<file path="config.mk">
export PLATFORM = sky130hd
export DESIGN_NAME = instr_loader
export DESIGN_NICKNAME = d
export VERILOG_FILES = /design/src/rtl/instr_loader.sv
export SDC_FILE = /design/constraint.sdc
export NUM_CORES = 1
export LEC_CHECK = 0
export CELL_PAD_IN_SITES_DETAIL_PLACEMENT = 1
export CELL_PAD_IN_SITES_GLOBAL_PLACEMENT = 1
export CORE_MARGIN = 4
export CORE_UTILIZATION = 39
export DETAILED_ROUTE_END_ITERATION = 12
export GPL_TIMING_DRIVEN = 0
export PLACE_DENSITY = 0.82
export SETUP_SLACK_MARGIN = 0.3
export SYNTH_ARGS = -nofsm -noshare
export SYNTH_HDL_FRONTEND = slang
export SYNTH_SLANG_ARGS = --single-unit
</file>
<file path="constraint.sdc">
create_clock -name clk_i -period 2.25 [get_ports clk_i]
set_input_delay 0.3375 -clock clk_i [delete_from_list [all_inputs] [get_ports clk_i]]
set_output_delay 0.3375 -clock clk_i [all_outputs]
set_load 0.02 [all_outputs]
</file>
<file path="src/rtl/instr_loader.sv">
// Loads the instruction memory from a UART byte stream: 16-bit word-count header,
// then little-endian 32-bit words, one memory write per word. Holds the core in reset meanwhile.
module instr_loader #(
  parameter int unsigned MEM_WORDS   = 1024,
  parameter int unsigned TIMEOUT_CYC = 1000000
) (
  input  logic        clk_i,
  input  logic        rst_i,
  input  logic        start_i,
  input  logic [7:0]  rx_data_i,
  input  logic        rx_valid_i,
  output logic        mem_we_o,
  output logic [31:0] mem_addr_o,
  output logic [31:0] mem_wd_o,
  output logic        busy_o,
  output logic        core_rst_o,
  output logic        done_o,
  output logic        err_o
);

  localparam int unsigned TW = $clog2(TIMEOUT_CYC + 1);
  localparam logic [TW-1:0] TMO_LAST = TW'(TIMEOUT_CYC - 1);

  typedef enum logic [2:0] {
    IDLE, LEN_LO, LEN_HI, DATA, WRITE, DONE, ERR
  } state_t;

  state_t        state_q, state_d;
  logic [15:0]   len_q, len_d;
  logic [15:0]   word_idx_q, word_idx_d;
  logic [1:0]    byte_cnt_q, byte_cnt_d;
  logic [31:0]   buf_q, buf_d;
  logic [TW-1:0] tmo_q, tmo_d;
  logic [31:0]   addr_q, addr_d;
  logic [31:0]   wd_q, wd_d;
  logic          mem_we_q, mem_we_d;
  logic          busy_q, busy_d;
  logic          done_q, done_d;
  logic          err_q, err_d;
  logic [15:0]   len_new;
  logic          tmo_hit;

  assign len_new = {rx_data_i, len_q[7:0]};
  assign tmo_hit = (tmo_q == TMO_LAST);

  always_comb begin
    state_d    = state_q;
    len_d      = len_q;
    word_idx_d = word_idx_q;
    byte_cnt_d = byte_cnt_q;
    buf_d      = buf_q;
    tmo_d      = tmo_q;
    addr_d     = addr_q;
    wd_d       = wd_q;

    case (state_q)
      IDLE: begin
        if (start_i) begin
          state_d = LEN_LO;
          tmo_d   = '0;
        end
      end
      LEN_LO: begin
        if (rx_valid_i) begin
          len_d[7:0] = rx_data_i;
          tmo_d      = '0;
          state_d    = LEN_HI;
        end else if (tmo_hit) begin
          state_d = ERR;
        end else begin
          tmo_d = tmo_q + 1'b1;
        end
      end
      LEN_HI: begin
        if (rx_valid_i) begin
          len_d = len_new;
          tmo_d = '0;
          if (len_new == 16'd0 || 32'(len_new) > MEM_WORDS) begin
            state_d = ERR;
          end else begin
            state_d    = DATA;
            byte_cnt_d = '0;
            word_idx_d = '0;
          end
        end else if (tmo_hit) begin
          state_d = ERR;
        end else begin
          tmo_d = tmo_q + 1'b1;
        end
      end
      DATA: begin
        if (rx_valid_i) begin
          buf_d[{byte_cnt_q, 3'b000} +: 8] = rx_data_i;
          byte_cnt_d = byte_cnt_q + 2'd1;
          tmo_d      = '0;
          if (byte_cnt_q == 2'd3) begin
            // Write port is loaded directly so the word appears the cycle after its last byte.
            state_d = WRITE;
            addr_d  = {14'd0, word_idx_q, 2'b00};
            wd_d    = {rx_data_i, buf_q[23:0]};
          end
        end else if (tmo_hit) begin
          state_d = ERR;
        end else begin
          tmo_d = tmo_q + 1'b1;
        end
      end
      WRITE: begin
        word_idx_d = word_idx_q + 16'd1;
        if (rx_valid_i)                       state_d = ERR;
        else if (word_idx_q + 16'd1 == len_q) state_d = DONE;
        else                                  state_d = DATA;
      end
      DONE: state_d = IDLE;
      ERR: begin
        if (start_i) begin
          state_d = LEN_LO;
          tmo_d   = '0;
        end
      end
      default: state_d = IDLE;
    endcase

    mem_we_d = (state_d == WRITE);
    busy_d   = (state_d == LEN_LO) || (state_d == LEN_HI) ||
               (state_d == DATA)   || (state_d == WRITE);
    done_d   = (state_d == DONE);
    err_d    = (state_d == ERR);
  end

  always_ff @(posedge clk_i or negedge rst_i) begin
    if (!rst_i) begin
      state_q    <= IDLE;
      len_q      <= '0;
      word_idx_q <= '0;
      byte_cnt_q <= '0;
      buf_q      <= '0;
      tmo_q      <= '0;
      addr_q     <= '0;
      wd_q       <= '0;
      mem_we_q   <= 1'b0;
      busy_q     <= 1'b0;
      done_q     <= 1'b0;
      err_q      <= 1'b0;
    end else begin
      state_q    <= state_d;
      len_q      <= len_d;
      word_idx_q <= word_idx_d;
      byte_cnt_q <= byte_cnt_d;
      buf_q      <= buf_d;
      tmo_q      <= tmo_d;
      addr_q     <= addr_d;
      wd_q       <= wd_d;
      mem_we_q   <= mem_we_d;
      busy_q     <= busy_d;
      done_q     <= done_d;
      err_q      <= err_d;
    end
  end

  assign mem_we_o   = mem_we_q;
  assign mem_addr_o = addr_q;
  assign mem_wd_o   = wd_q;
  assign busy_o     = busy_q;
  assign core_rst_o = busy_q;
  assign done_o     = done_q;
  assign err_o      = err_q;

endmodule

</file>
==> impl_metrics.ini <==
[yosys]
synth_fa_ha_area_frac = 0.0136
yosysUniqueCellTypes = 53
synthSimpleGateAreaFrac = 0.156
syn_area_um2 = 6450
synthXorXnorAreaFrac = 0.0285
avgSynthCellArea_um2 = 10.3
ys_async_sr_fraction = 1.00
synth_top_family_by_area = simple AND/OR/NAND/NOR gates
yosysWarnings = 0
synth-compound-area-share = 0.124
synth-edff-count = 0
ys.flop_type = dfrtp_1
muxShareOfSynthArea = 0.113
synth_seq_area_share = 0.516
ys_ff_latch = 133
synth_cells = 626

[floorplan]
die_x_um = 137
dieArea_um2 = 18700
ios = 81
rows = 46
initial_core_util = 0.402
die_h_um = 137
core_um2 = 16100

[power]
power.leakage_nw = 4.12
p_per_area_nw_per_um2 = 1230
p_int_mw = 7.06
switching_share = 0.400
seqPwrFrac = 0.310
clkPwrFrac = 0.241
p_comb_frac = 0.449
netSwitchingPower_mw = 4.71
ir_drop_mv = 0.746

[clock_network]
cts_htree_levels = 4
insertion_delay_ns = 0.44
clkSlewWorstSetupHoldPaths_ns = 0.06
cts_root_buf = clkbuf_16
cts_buffers = 17
cts_tree = yes
cts_buffer_depth = 2
clkSinkCount = 133

[setup_path]
critical_path_required_ns = 2.54
crit_fanout = 10
worstSetupEndpointType = register
path_class = reg -> reg
crit_arrival_ns = 2.70
crit_chain = nor4bb_4, and4_4, and3_4, mux2_4, o22a_1, buf_6, clkbuf_16, o21ai_0, o41ai_2
slowest_stage = dfrtp_1
slowest_delay_ns = 0.40
cp-start-kind = register

[final_layout]
utilization = 0.595
final_common_cell = dfrtp_1
stdcell_count = 1018
most-common-layout-cells = dfrtp_1, nand2_1, buf_4, mux2_2, clkdlybuf4s50_1
nets = 808
antenna_cells = 0
area.growth.synth_to_final_pct = 48.0
drive_gt1_frac = 0.404
fillers = 1640

[route]
wl_met3_um = 1070
drtAntennaViolNets = 0
dr_wl_met2_um = 12800
drt_pass1_iterations = 5
topRoutingLayerUsed = met4
avgRoutedWirePerCell_um = 23.9
drc = 0
first_iter_violations = 397
m1WireLength_um = 9430
wl_um = 24400
vias_per_cell = 5.71
via_count = 5815

[timing]
setup_viol = 17
post-route-period-util = 1.07
fin_skew_ns = 0.0129
fin_ws_ns = -0.154
fmax_mhz = 416
slew_viol_final = 0
hold_violations = 0
tightestPinTransition_ns = 0.738
maxSlewHeadroom = 0.504
period_minus_slack_ns = 2.40
rsz0062_at_grt = yes
hold-worst-slack_ns = 0.423

[placed_design]
post-dp-hpwl_um = 12700
dp.cells = 922
portBuffers = 64
gp_congestion = 0.882

[global_route]
grt_usage = 0.239
grt_start_max_net_pins = 83
antenna_found_initial = 0
first_global_vias = 6281
grt_first_pass_wirelength_um = 34300
gr-total-overflow = 0

[worst_hold_path]
hp-class = in -> async

[outcome]
status = finished, violations left
violations = negative setup slack

[run]
drv_cap = 0
-- metrics by stage --
step                power, mW  setup WS [ns]  cell area, µm²  TNS (ns)
floorplan                5.83          0.175            6570         0
global placement         6.96          -4.27            7480   -601.52
detailed placement       7.22         -0.744            7510    -38.87
CTS                      10.8        -0.0697            8860    -0.118
global route             12.3         -0.217            9550     -2.46
finish                   11.8         -0.154            9550     -1.19
-- registers in the layout, indices dropped and copies added, names as in the netlist --
name        flops
byte_cnt_q      2
busy_o          1
word_idx_q     16
state_q         3
mem_addr_o     16
tmo_q          20
len_q          16
err_o           1
mem_we_o        1
mem_wd_o       32
buf_q          24
done_o          1
-- path summary, 6_finish.rpt --
check                              from              to  slack (ns)  cells past startpoint
min reg2reg                   buf_q[12]       buf_q[12]        0.50                      2
max                            tmo_q[9]       tmo_q[10]       -0.15                      9
max reg2reg                    tmo_q[9]       tmo_q[10]       -0.15                      9
min                               rst_i  word_idx_q[11]        0.42                      2
min in group clk_i         rx_data_i[1]        buf_q[9]        0.48                      3
max in group asynchronous         rst_i   word_idx_q[6]        0.99                      3
-- Yosys cell counts (2+ instances only) --
cell type  count  area (µm²)
o31ai_1       14         105
and4_1         2        17.5
nand4_1        7        43.8
o22ai_1        2        12.5
nor2b_1        5        31.3
and3_1         9        56.3
dfrtp_1      133        3330
nor2_1        33         124
buf_2          7        35.0
o21ai_0       70         350
inv_1         13        48.8
nor4_1         7        43.8
nand2_1       83         312
xnor2_1       12         105
or3_1          3        18.8
o211ai_1       2        15.0
o2bb2ai_1      2        17.5
o31ai_2        2        25.0
a31oi_1       11        68.8
nor3_1        12        60.1
nand3_1       19        95.1
buf_4         17         128
o22a_1         3        26.3
or4_1          2        15.0
clkbuf_1      21        78.8
ha_1           7        87.6
xor2_1         9        78.8
nor3b_1        6        45.0
o41ai_1        6        52.6
and2_1         3        18.8
buf_6          2        22.5
nand2b_1       7        43.8
mux2_2        64         721
a21oi_1       12        60.1
-- worst max-delay path, delay by kind of cell, from the launching register on --
| family | cells | cell delay [ns] |
|---|---|---|
| multiplexers | 1 | 0.29 |
| AND/OR/NAND/NOR | 3 | 0.58 |
| flip-flops | 1 | 0.40 |
| AO/OA/AOI/OAI | 3 | 0.69 |
| buffers and inverters | 2 | 0.30 |
-- routing by layer --
layer,vias to the layer above,global-route usage
met1,3005,0.273
met5,-,0
met3,73,0.0504
met2,214,0.430
li1,2523,-
met4,0,0.105
-- final cells by class --
| class | count | area, µm² | share of cell area |
|---|---|---|---|
| Multi-Input combinational cell | 447 | 3590 | 0.376 |
| Sequential cell | 133 | 3350 | 0.351 |
| Timing Repair Buffer | 129 | 1240 | 0.130 |
| Buffer | 48 | 455 | 0.0477 |
| Clock buffer | 19 | 443 | 0.0464 |
| Tap cell | 216 | 270 | 0.0283 |
| Clock inverter | 13 | 145 | 0.0152 |
| Inverter | 13 | 53.8 | 0.00564 |
-- power groups by stage --
stage	clock, mW	combinational, mW	sequential (mW)
floorplan	0	2.10	3.73
global placement	0	3.43	3.53
detailed placement	0	3.64	3.58
CTS	2.85	4.36	3.57
global route	2.99	5.56	3.72
finish	2.84	5.28	3.65
-- cell families (layout without fill, tap and decap cells) --
group                    after synthesis  count (layout)
adder cells (fa/ha/maj)                7               7
multiplexers                          65              65
flip-flops                           133             133
AO/OA/AOI/OAI                        132             132
AND/OR/NAND/NOR                      206             206
buffers and inverters                 61             222
other                                  1              16
XOR/XNOR                              21              21
-- timing repair --
| action | CTS | global route |
|---|---|---|
| pin swaps | 34 | 36 |
| hold buffers | 1 | 0 |
| endpoints found under the setup margin | 131 | 121 |
| hold endpoints to repair | 51 | 0 |
| resized for setup | 132 | 125 |
| cloned | 1 | 1 |
| setup buffers | 33 | 28 |
Power figures use the tool's default switching activity.
